## config.mk

```make
export PLATFORM = sky130hd
export DESIGN_NAME = csr_ctrl_flat
export DESIGN_NICKNAME = d
export VERILOG_FILES = /design/src/rtl/csr_ctrl_if.sv /design/src/rtl/csr_ctrl.sv /design/src/flat_wrapper.sv
export SDC_FILE = /design/constraint.sdc
export NUM_CORES = 1
export LEC_CHECK = 0
export CAP_MARGIN = 0
export CORE_MARGIN = 2
export CORE_UTILIZATION = 30
export CTS_BUF_LIST = sky130_fd_sc_hd__clkbuf_8
export CTS_CLUSTER_DIAMETER = 120
export DETAILED_ROUTE_END_ITERATION = 12
export GPL_TIMING_DRIVEN = 0
export MAX_ROUTING_LAYER = met4
export SLEW_MARGIN = 20
export SYNTH_ARGS = -nofsm -noshare
export SYNTH_HDL_FRONTEND = slang
export SYNTH_SLANG_ARGS = --single-unit
```

## constraint.sdc

```tcl
create_clock -name clk -period 2.44 [get_ports clk]
set_input_delay 0.61 -clock clk [delete_from_list [all_inputs] [get_ports clk]]
set_output_delay 0.61 -clock clk [all_outputs]
set_load 0.01 [all_outputs]
```

## src/rtl/csr_ctrl_if.sv

```systemverilog
// csr_ctrl_if: request/response and register-file port bundle for csr_ctrl
//   core_*/dbg_* : request fields from the two requesters, done pulses back
//   rsp_*        : old CSR value and illegal flag for the granted requester
//   busy         : sequencer is not idle
//   csr_*        : register-file port (addr, combinational rdata, we, wdata)
interface csr_ctrl_if;
  logic        core_req;
  logic [11:0] core_addr;
  logic [1:0]  core_op;
  logic [31:0] core_wdata;
  logic        core_wsuppress;
  logic        dbg_req;
  logic [11:0] dbg_addr;
  logic [1:0]  dbg_op;
  logic [31:0] dbg_wdata;
  logic        dbg_wsuppress;
  logic        core_done;
  logic        dbg_done;
  logic [31:0] rsp_rdata;
  logic        rsp_illegal;
  logic        busy;
  logic [11:0] csr_addr;
  logic [31:0] csr_rdata;
  logic        csr_we;
  logic [31:0] csr_wdata;
  modport master (
    output core_req, core_addr, core_op, core_wdata, core_wsuppress,
    output dbg_req, dbg_addr, dbg_op, dbg_wdata, dbg_wsuppress, csr_rdata,
    input  core_done, dbg_done, rsp_rdata, rsp_illegal, busy, csr_addr, csr_we, csr_wdata
  );
  modport slave (
    input  core_req, core_addr, core_op, core_wdata, core_wsuppress,
    input  dbg_req, dbg_addr, dbg_op, dbg_wdata, dbg_wsuppress, csr_rdata,
    output core_done, dbg_done, rsp_rdata, rsp_illegal, busy, csr_addr, csr_we, csr_wdata
  );
endinterface

```

## src/rtl/csr_ctrl.sv

```systemverilog
// csr_ctrl: round-robin CSR read-modify-write sequencer for core and debug requesters
//   clk   : system clock
//   rst_n : asynchronous active-low reset
//   bus   : csr_ctrl_if.slave carrying both request ports, responses and the register-file port
module csr_ctrl (
  input logic     clk,
  input logic     rst_n,
  csr_ctrl_if.slave bus
);
  typedef enum logic [1:0] {IDLE, RD, WR} state_t;
  state_t      state, state_nx;
  logic        gnt_dbg, last_dbg, pick_dbg, any_req, wsup_q;
  logic [11:0] addr_q;
  logic [1:0]  op_q;
  logic [31:0] wdata_q, old_q, wval;
  logic        legal, ro, intend, illegal, wr;
  assign any_req = bus.core_req | bus.dbg_req;
  // on a tie, whoever was not served last wins
  assign pick_dbg = bus.dbg_req & (~bus.core_req | ~last_dbg);
  always_ff @(posedge clk or negedge rst_n)
    if (!rst_n) state <= IDLE;
    else state <= state_nx;
  always_comb begin
    state_nx = (state == IDLE) ? (any_req ? RD : IDLE) : (state == RD) ? WR : IDLE;
  end
  always_ff @(posedge clk or negedge rst_n)
    if (!rst_n) begin
      gnt_dbg  <= 1'b0;
      last_dbg <= 1'b1;
      addr_q   <= '0;
      op_q     <= '0;
      wdata_q  <= '0;
      wsup_q   <= 1'b0;
      old_q    <= '0;
    end else begin
      if (state == IDLE && any_req) begin
        gnt_dbg <= pick_dbg;
        addr_q  <= pick_dbg ? bus.dbg_addr : bus.core_addr;
        op_q    <= pick_dbg ? bus.dbg_op : bus.core_op;
        wdata_q <= pick_dbg ? bus.dbg_wdata : bus.core_wdata;
        wsup_q  <= pick_dbg ? bus.dbg_wsuppress : bus.core_wsuppress;
      end
      if (state == RD) old_q <= bus.csr_rdata;
      if (state == WR) last_dbg <= gnt_dbg;
    end
  // legality and write data depend only on latched fields and the captured old value
  always_comb begin
    legal   = addr_q inside {12'hC00, 12'hC01, 12'hC02, 12'hC80, 12'hC81, 12'hC82,
                             12'h300, 12'h305, 12'h340, 12'h341};
    ro      = addr_q[11:10] == 2'b11;
    intend  = (op_q == 2'b01) | (op_q[1] & ~wsup_q);
    illegal = ~legal | (op_q == 2'b00) | (intend & ro);
    wval    = (op_q == 2'b01) ? wdata_q : (op_q == 2'b10) ? (old_q | wdata_q) : (old_q & ~wdata_q);
  end
  always_comb begin
    wr              = state == WR;
    bus.core_done   = wr & ~gnt_dbg;
    bus.dbg_done    = wr & gnt_dbg;
    bus.rsp_rdata   = (wr & ~illegal) ? old_q : '0;
    bus.rsp_illegal = wr & illegal;
    bus.busy        = state != IDLE;
    bus.csr_addr    = addr_q;
    bus.csr_we      = wr & intend & ~illegal;
    bus.csr_wdata   = wr ? wval : '0;
  end
endmodule

```

## src/flat_wrapper.sv

```systemverilog
// flat-port wrapper written by rule: the top's interface ports become plain ports
module csr_ctrl_flat 
  (clk, rst_n, bus_core_req, bus_core_addr, bus_core_op, bus_core_wdata, bus_core_wsuppress, bus_dbg_req, bus_dbg_addr, bus_dbg_op, bus_dbg_wdata, bus_dbg_wsuppress, bus_csr_rdata, bus_core_done, bus_dbg_done, bus_rsp_rdata, bus_rsp_illegal, bus_busy, bus_csr_addr, bus_csr_we, bus_csr_wdata);
  csr_ctrl_if bus_i ();
  input logic clk;
  input logic rst_n;
  input wire logic [$bits(bus_i.core_req)-1:0] bus_core_req;
  input wire logic [$bits(bus_i.core_addr)-1:0] bus_core_addr;
  input wire logic [$bits(bus_i.core_op)-1:0] bus_core_op;
  input wire logic [$bits(bus_i.core_wdata)-1:0] bus_core_wdata;
  input wire logic [$bits(bus_i.core_wsuppress)-1:0] bus_core_wsuppress;
  input wire logic [$bits(bus_i.dbg_req)-1:0] bus_dbg_req;
  input wire logic [$bits(bus_i.dbg_addr)-1:0] bus_dbg_addr;
  input wire logic [$bits(bus_i.dbg_op)-1:0] bus_dbg_op;
  input wire logic [$bits(bus_i.dbg_wdata)-1:0] bus_dbg_wdata;
  input wire logic [$bits(bus_i.dbg_wsuppress)-1:0] bus_dbg_wsuppress;
  input wire logic [$bits(bus_i.csr_rdata)-1:0] bus_csr_rdata;
  output wire logic [$bits(bus_i.core_done)-1:0] bus_core_done;
  output wire logic [$bits(bus_i.dbg_done)-1:0] bus_dbg_done;
  output wire logic [$bits(bus_i.rsp_rdata)-1:0] bus_rsp_rdata;
  output wire logic [$bits(bus_i.rsp_illegal)-1:0] bus_rsp_illegal;
  output wire logic [$bits(bus_i.busy)-1:0] bus_busy;
  output wire logic [$bits(bus_i.csr_addr)-1:0] bus_csr_addr;
  output wire logic [$bits(bus_i.csr_we)-1:0] bus_csr_we;
  output wire logic [$bits(bus_i.csr_wdata)-1:0] bus_csr_wdata;
  assign bus_i.core_req = bus_core_req;
  assign bus_i.core_addr = bus_core_addr;
  assign bus_i.core_op = bus_core_op;
  assign bus_i.core_wdata = bus_core_wdata;
  assign bus_i.core_wsuppress = bus_core_wsuppress;
  assign bus_i.dbg_req = bus_dbg_req;
  assign bus_i.dbg_addr = bus_dbg_addr;
  assign bus_i.dbg_op = bus_dbg_op;
  assign bus_i.dbg_wdata = bus_dbg_wdata;
  assign bus_i.dbg_wsuppress = bus_dbg_wsuppress;
  assign bus_i.csr_rdata = bus_csr_rdata;
  assign bus_core_done = bus_i.core_done;
  assign bus_dbg_done = bus_i.dbg_done;
  assign bus_rsp_rdata = bus_i.rsp_rdata;
  assign bus_rsp_illegal = bus_i.rsp_illegal;
  assign bus_busy = bus_i.busy;
  assign bus_csr_addr = bus_i.csr_addr;
  assign bus_csr_we = bus_i.csr_we;
  assign bus_csr_wdata = bus_i.csr_wdata;
  csr_ctrl u_core (.clk(clk), .rst_n(rst_n), .bus(bus_i));
endmodule
```

* Word level (Yosys, flattened, before mapping) *
Index checks and enable logic that the tools add are counted.
Widths: inputs -> output; s select.

cells by class
  eq/ne operators = 15
  bitwise gates (word level) = 23
  reductions and logical operators = 5
  add/sub/neg operators = 0
  divide/modulo/power cells = 0
  $lt $le $gt $ge = 0
  shift-type cells = 0
  multiplexer cells = 11
  multipliers = 0

operators with widths
  cell                  number
  $mux 32               5
  $eq 12x12->1 const B  6
  $eq 12x10->1 const B  4
  $and 32x32->32        1
  $not 32->32           1
  $or 32x32->32         1
  $mux 12               1
  $reduce_bool 10->1    1
  $and 1x1->1           9
  $eq 2x2->1 const B    3
  $mux 2                3
  $not 1->1             6
  $or 1x1->1            5
  $eq 2x1->1 const B    2
  $logic_not 2->1       2
  $mux 1                2
  $reduce_bool 2->1     1
  $logic_and 1x1->1     1

storage, ports and cells
  memories kept = 0
  bits in registers = 83
  bits in writable memories = 0
  latch bits = 0
  output and inout port bits = 81
  ROM bits = 0

* Logic depth before layout (Yosys ltp) *
Gate-level depths: netlist of run 1.

  depth after elaboration = 8
  mapped depth = 6

* Worst setup path before layout of run 1 *
Ideal clock, no wire load.

  kind = register to output
  start = register u_core.addr_q[11], in the netlist u_core.bus.csr_addr[11]
  end = output bus_csr_we
  required time = 1.830 ns
  cell stages (with the launch flop) = 6
  data arrival time = 1.673 ns
  setup slack = 0.157 ns
  cells stage by stage = dfrtp_1 o2bb2ai_1 a2111o_1 a311oi_4 buf_6 o211a_1

between the ends
  cells in the longest elaborated chain, start to end = 7
  elaborated cells on any way between the ends = 18
  those cells by class = eq/ne (11); bitwise (6); reduce/logical (1)

RTL lines
  item                                                 line                RTL
  start, declared                                      csr_ctrl.sv:13      logic [11:0] addr_q;
  start signal, assigned                               csr_ctrl.sv:38      addr_q <= pick_dbg ? bus.dbg_addr : bus.core_addr;
  $eq 12x12->1 / $eq 12x10->1 (equally long branches)  csr_ctrl.sv:48      legal = addr_q inside {12'hC00, 12'hC01, 12'hC02, 12'hC80, 12'hC81, 12'hC82,
  $reduce_bool 10->1                                   csr_ctrl.sv:48
  $not 1->1                                            csr_ctrl.sv:52      illegal = ~legal | (op_q == 2'b00) | (intend & ro);
  $or 1x1->1                                           csr_ctrl.sv:52
  $or 1x1->1 *                                         csr_ctrl.sv:52
  $not 1->1 *                                          csr_ctrl.sv:63      bus.csr_we = wr & intend & ~illegal;
  $and 1x1->1 *                                        csr_ctrl.sv:63
  end, declared                                        flat_wrapper.sv:24  output wire logic [$bits(bus_i.csr_we)-1:0] bus_csr_we;

Mark *: on every way between the ends. The rest lies on a longest branch, timed or not.

* Worst setup path in the final report of run 1 *
  start = register u_core.addr_q[1], in the netlist u_core.bus.csr_addr[1]
  end = output bus_csr_we

between the ends
  cells in the longest elaborated chain, start to end = 7
  elaborated cells on any way between the ends = 16
  those cells by class = eq/ne (10); bitwise (5); reduce/logical (1)

RTL lines
  item                                                 line
  $eq 12x12->1 / $eq 12x10->1 (equally long branches)  csr_ctrl.sv:48
  $reduce_bool 10->1 *                                 csr_ctrl.sv:48
  $not 1->1 *                                          csr_ctrl.sv:52
  $or 1x1->1 * (2 in series)                           csr_ctrl.sv:52
  $not 1->1 *                                          csr_ctrl.sv:63
  $and 1x1->1 *                                        csr_ctrl.sv:63

Marks and branches as above.

==> flow_summary_export.csv, run 1 <==
group,metric,value,unit
run_status,status,"finished, violations left",
run_status,violations,"negative setup slack",
synthesis,yosysTopAreaCellShare,44.41,%
finish,diodes,0,
timing,grt_setup_unrepaired,"true",
grt,grt_antenna_before_repair,0,
finish,drive_above_1_share,28.76,%
timing,period_needed,2.776,ns
synthesis,yosysMostFrequentCell,"dfrtp_1",
finish,fin_nets,818,
cts,clk_pin_slew,0.08,ns
synthesis,ys.warnings.count,0,
cts,clock-sinks,83,
detailed_routing,firstDrtPassIters,4,
synthesis,syn-cell-area,4621,um^2
hold_path,hp-class,"primary input to async pin",
timing,clock.fmax,360.3,MHz
synthesis,synthDistinctLibCells,32,
place,dpl_cell_area,6983,um^2
synthesis,synthCells,448,
timing,fin_crit_sh,113.8,%
synthesis,async_flop_share,100.0,%
grt,grt_pass1_vias,4462,
cts,clock-root-buffer,"clkbuf_8",
setup_path,cp-end-kind,"output port",
synthesis,yosysSeqAreaShare,44.98,%
synthesis,synth_top_cell_by_area,"dfrtp_1",
timing,finalClockSkew,0.01097,ns
timing,worstMarginPinSlew,0.6898,ns
synthesis,synth_commonest_cells,"dfrtp_1, nor2_1, a21oi_1, mux2i_1",
synthesis,synth_top_flop_cell,"dfrtp_1",
detailed_routing,wl_per_cell,17.65,um
floorplanning,core_area,15150,um^2
finish,final_cell_area,7473,um^2
grt,grt_pass1_wl,23.89,mm
detailed_routing,vias,4325,
timing,fin_ws,-0.3358,ns
finish,seq_area,2078,um^2
cts,ctsLongestPathBuffers,2,
floorplanning,dieHeight,128.1,um
flow_run,cap_violations,0,
grt,grt_remaining_overflow,0,
cts,cts_tree,"done",
timing,setup_viol,33,
finish,stdcell_count,880,
pwr,leakage,3.205,nW
timing,report.final.slew_viol_count,0,
cts,htreeDepth,3,
floorplanning,start_util,30.51,%
synthesis,synth.ff_latch_count,83,
floorplanning,row_count,45,
synthesis,syn-num-nets,578,
cts,ctsHoldBuffers,0,
setup_path,critPathMaxFanout,10,
synthesis,synth_area_per_cell,10.31,um^2
setup_path,ff2ff_setup_slack,0.32,ns
detailed_routing,ant_nets,0,
setup_path,cp.required,1.83,ns
detailed_routing,drt_iter0_markers,124,
setup_path,r2r_cells,5,
synthesis,synth_area_leaders,"dfrtp_1, mux2i_1, mux2_2, a221oi_1, xnor2_1",
finish,fillers,1478,
pwr,max-vdd-ir-drop,0.0003854,V
place,dp.cells,847,
setup_path,crit_type,"flip-flop to output port",
grt,track_usage,19.46,%
floorplanning,pin_count,211,
timing,max-slew-margin-rel,54.01,%
finish,area_growth,61.74,%
detailed_routing,routed_wl,15.54,mm
cts,cts-buffers-inserted,9,
timing,hold_viol,0,
place,place_hpwl,11.24,mm
floorplanning,die_w,128.1,um
detailed_routing,viasPerCell,4.915,
setup_path,start_kind,"flip-flop",
grt,grt_max_degree,50,
detailed_routing,drc,0,
pwr,power.density,1071,nW/um^2
place,gp_congestion,0.7589,
cts,clkLatencyLatePin,0.36,ns
floorplanning,die-area,16410,um^2
synthesis,synth_edf_count,0,
setup_path,worstPathArrival,2.17,ns
finish,multi_input_area,2592,um^2
place,port_buffers,210,
cells by family (layout without fill, tap and decap cells):
family                    Yosys count  in the layout  synth area share (%)
AOI/OAI and AO/OA                 118            118                 16.30
and+or+nand+nor                    99             99                 10.64
DFF                                83             83                 44.98
muxes                              80             80                 18.22
buffers and inverters              36            280                 3.791
xor gates and xnor gates           32             32                 6.066
sequential cells by signal, indices dropped and copies added (netlist names):
register and cells:
u_core.wdata_q 32, u_core.old_q 32, u_core.gnt_dbg 1, u_core.bus.csr_addr 12, u_core.wsup_q 1, u_core.op_q 2, u_core.state 2, u_core.last_dbg 1
final cells by class:
type	count	area share, %
Clock inverter	5	0.3014
Sequential cell	83	27.81
Clock buffer	10	1.842
Timing Repair Buffer	231	28.48
Buffer	34	3.733
Multi-Input combinational cell	329	34.69
Tap cell	188	3.148
metrics by stage:
step | hold slack [ns] | setup WS [ns] | TNS, ns | power (mW) | utilization, %
4_1_cts | 0.2027 | -0.4524 | -13.58 | 7.856 | 48.37
6_report | 0.2082 | -0.3358 | -10.00 | 8.002 | 49.34
3_3_place_gp | 0.5060 | -2.352 | -235.19 | 6.466 | 45.94
2_1_floorplan | 0.3144 | 0.1570 | 0 | 4.931 | -
3_5_place_dp | 0.5098 | -0.6973 | -43.92 | 6.580 | 46.10
5_1_grt | 0.2257 | -0.4529 | -13.82 | 8.600 | 49.34
layer usage:
layer  global-route usage [%]  part of all wire (%)
met1                    24.35                    45
met4                    5.365                   1.1
met3                    3.715                   5.7
met5                        -                     0
met2                    32.34                    48
worst max-delay path, cell delays in order (launching register included):
cell and delay, ns:
dfrtp_1 0.38, and4bb_2 0.31, nand4b_1 0.18, a311oi_4 0.37
buf_12 0.18, buf_8 0.13, o211a_1 0.15, buf_6 0.10
worst paths after layout:
| path | end | from |
|---|---|---|
| worst max-delay path | bus_csr_we | u_core.bus.csr_addr[1]$_DFFE_PN0P_ |
| worst min-delay path | u_core.old_q[16]$_DFFE_PN0N_ | rst_n |
| worst max register to register | u_core.bus.csr_addr[2]$_DFFE_PN0P_ | u_core.state[0]$_DFF_PN0_ |
| worst min register to register | u_core.last_dbg$_DFFE_PN1P_ | u_core.last_dbg$_DFFE_PN1P_ |
| max in group asynchronous | u_core.last_dbg$_DFFE_PN1P_ | rst_n |
| min in group clk | u_core.last_dbg$_DFFE_PN1P_ | u_core.last_dbg$_DFFE_PN1P_ |
repair_timing:
item                                    CTS  global route
gates cloned                              1             1
gates resized for setup                 336            67
setup buffers                            16             4
endpoints found under the setup margin   67            88
pin swaps                                 7            15
cell usage in the layout (no fill, tap or decap), types with 2 or more instances in the layout:
master | synthesis | layout
mux2_2 | 33 | 33
xnor2_1 | 32 | 32
inv_1 | 0 | 2
clkbuf_8 | 0 | 10
buf_2 | 8 | 54
and2_4 | 0 | 12
clkbuf_1 | 18 | 9
buf_8 | 0 | 7
a221oi_2 | 0 | 24
buf_1 | 5 | 5
a21oi_1 | 47 | 47
clkbuf_4 | 0 | 2
clkdlybuf4s50_1 | 0 | 142
buf_12 | 0 | 5
buf_6 | 3 | 24
o21ai_0 | 32 | 31
a221oi_1 | 32 | 7
mux2i_1 | 47 | 47
nor2_1 | 53 | 51
clkinv_2 | 0 | 3
dfrtp_1 | 82 | 82
and2_1 | 33 | 21
buf_4 | 2 | 13
where the power goes:
group | internal (mW) | total, mW | switching [mW]
Combinational | 2.22 | 4.37 | 2.15
Clock | 0.380 | 0.872 | 0.492
Sequential | 2.08 | 2.76 | 0.680
Total | 4.68 | 8.00 | 3.33
(Power assumes the default switching activity.)
==> run 2: changes to the inputs <==
--- a/config.mk
+++ b/config.mk
@@ -7,12 +7,13 @@
 export LEC_CHECK = 0
 export CAP_MARGIN = 0
 export CORE_MARGIN = 2
-export CORE_UTILIZATION = 30
+export CORE_UTILIZATION = 43
 export CTS_BUF_LIST = sky130_fd_sc_hd__clkbuf_8
 export CTS_CLUSTER_DIAMETER = 120
 export DETAILED_ROUTE_END_ITERATION = 12
 export GPL_TIMING_DRIVEN = 0
 export MAX_ROUTING_LAYER = met4
+export PLACE_DENSITY = 0.83
 export SLEW_MARGIN = 20
 export SYNTH_ARGS = -nofsm -noshare
 export SYNTH_HDL_FRONTEND = slang
==> flow_summary_export.csv, run 2 (synthesis gave the netlist of run 1 again) <==
group,metric,value,unit
run_status,status,"finished, violations left",
run_status,violations,"negative setup slack",
setup_path,endpoint,"bus_rsp_rdata[7]",
place,gp_congestion,0.7667,
detailed_routing,firstDrtPassIters,4,
setup_path,cpPeakStageDelay,0.43,ns
floorplanning,dieHeight,107.7,um
grt,grt_remaining_overflow,0,
grt,grt_use_met1,32.13,%
setup_path,critPathMaxFanout,5,
timing,period_needed,2.845,ns
floorplanning,row_count,37,
finish,fillers,792,
setup_path,rr_endpoint,"u_core.wdata_q[1]$_DFFE_PN0P_",
place,post-place-ws,-0.6287,ns
grt,track_usage,26.92,%
timing,hold_ws,0.2568,ns
timing,finalClockSkew,0.008934,ns
setup_path,r2r-start,"u_core.state[0]$_DFF_PN0_",
hold_path,hp-class,"primary input to async pin",
grt,grt_pass1_vias,4681,
floorplanning,die-area,11590,um^2
grt,grt_pass1_wl,23.71,mm
finish,drive_above_1_share,31.03,%
finish,stdcell_count,832,
floorplanning,pin_count,211,
cts,clk_pin_slew,0.09,ns
setup_path,crit_chain,"nor4_2 -> nand4_1 -> a311oi_4 -> buf_4 -> buf_6 -> buf_6 -> and2_4 -> buf_6",
flow_run,cap_violations,0,
grt,grt_max_degree,47,
finish,diodes,0,
detailed_routing,viasPerCell,5.369,
setup_path,worstPathArrival,2.24,ns
finish,fin_nets,821,
detailed_routing,drt_iter0_markers,133,
finish,layout_commonest_cell,"clkdlybuf4s50_1",
setup_path,timing.critical_path.mode_cell,"buf_6",
timing,hold_viol,0,
timing,clock.fmax,351.5,MHz
floorplanning,die_w,107.7,um
setup_path,crit_type,"flip-flop to output port",
cts,clock-root-buffer,"clkbuf_8",
finish,final_cell_area,7501,um^2
timing,report.final.slew_viol_count,0,
floorplanning,start_util,44.56,%
cts,ctsHoldBuffers,0,
grt,grt_util_met3,3.571,%
grt,grt_busiest_layer,"met2",
detailed_routing,vias,4467,
place,port_buffers,210,
setup_path,crit_path_top_delay_cell,"dfrtp_1",
detailed_routing,wl_per_cell,18.25,um
pwr,max-vdd-ir-drop,0.0004821,V
cts,htreeDepth,3,
setup_path,worstSetupStartpoint,"u_core.bus.csr_addr[2]$_DFFE_PN0P_",
setup_path,cp-end-kind,"output port",
pwr,leakage,3.218,nW
place,place_hpwl,10.82,mm
setup_path,start_kind,"flip-flop",
cts,clock-sinks,83,
pwr,power.density,1067,nW/um^2
pwr,total_power,8.000,mW
setup_path,r2r_cells,5,
detailed_routing,ant_nets,0,
timing,tns,-11.23,ns
cts,clkLatencyLatePin,0.35,ns
timing,grt_setup_unrepaired,"true",
finish,final_core_util,72.33,%
setup_path,cp.required,1.83,ns
detailed_routing,routed_wl,15.18,mm
timing,fin_ws,-0.4051,ns
timing,setup_viol,34,
finish,area_growth,62.33,%
cts,cts_tree,"done",
grt,grt_antenna_before_repair,0,
cts,cts-buffers-inserted,9,
finish,layout_common_cells,"clkdlybuf4s50_1, dfrtp_1, nor2_1",
setup_path,ff2ff_setup_slack,0.23,ns
place,dp.cells,795,
detailed_routing,drc,0,
floorplanning,core_area,10370,um^2
cts,ctsLongestPathBuffers,2,
place,dpl_cell_area,6910,um^2
timing,fin_crit_sh,116.6,%
grt,global_route.usage.met2,47.71,%
timing,worstMarginPinSlew,0.7198,ns
timing,max-slew-margin-rel,52.02,%
-- run 2: cell types whose count changed in the layout (fill, tap and decap cells not counted), moves of 5 or more --
| cell | previous run | this run |
|---|---|---|
| buf_2 | 54 | 38 |
| buf_4 | 13 | 19 |
| and2_1 | 21 | 2 |
| a221oi_1 | 7 | 13 |
| buf_8 | 7 | 1 |
| buf_6 | 24 | 48 |
| and2_4 | 12 | 31 |
| a221oi_2 | 24 | 19 |
-- run 2: how the worst min path moves through the flow --
stage,cells after the start,end,slack [ns]
finish,1,u_core.old_q[13]$_DFFE_PN0N_,0.26
CTS,1,u_core.old_q[13]$_DFFE_PN0N_,0.27
floorplan,0,u_core.bus.csr_addr[0]$_DFFE_PN0P_,0.31
global route,1,u_core.old_q[13]$_DFFE_PN0N_,0.30
detailed placement,1,u_core.last_dbg$_DFFE_PN1P_,0.50
global placement,1,u_core.last_dbg$_DFFE_PN1P_,0.50
-- run 2: cell type report --
cell class,count,area [um^2],area share (%)
Multi-Input combinational cell,329,2606,34.75
Timing Repair Buffer,232,2181,29.07
Sequential cell,83,2078,27.71
Buffer,36,256.5,3.420
Tap cell,136,170.2,2.269
Clock buffer,9,123.9,1.651
Clock inverter,7,85.08,1.134
-- run 2: critical path, delay by kind of cell (launching register included) --
family / cells / cell delay [ns]
buf+inv: 4 / 0.49
compound gates: 1 / 0.28
flops: 1 / 0.43
simple gates: 3 / 0.68
-- run 2: what timing repair did --
item                                    4_1_cts  5_1_grt
endpoints found under the setup margin       67       68
resized for setup                           318      102
setup buffers                                15        4
gates cloned                                  3        0
pin swaps                                    11       15
-- run 2: power breakdown --
part           leakage, nW  switching, mW  internal (mW)
combinational         2.17           2.09           2.08
clock                0.112          0.499          0.566
sequential           0.938          0.691           2.08
total                 3.22           3.28           4.72
-- run 2: routing by layer --
layer  vias up  part of all wire, %
li1       2098                    -
met3        20                  4.9
met1      2197                   41
met4         0                  1.6
met5         -                    0
met2       152                   53
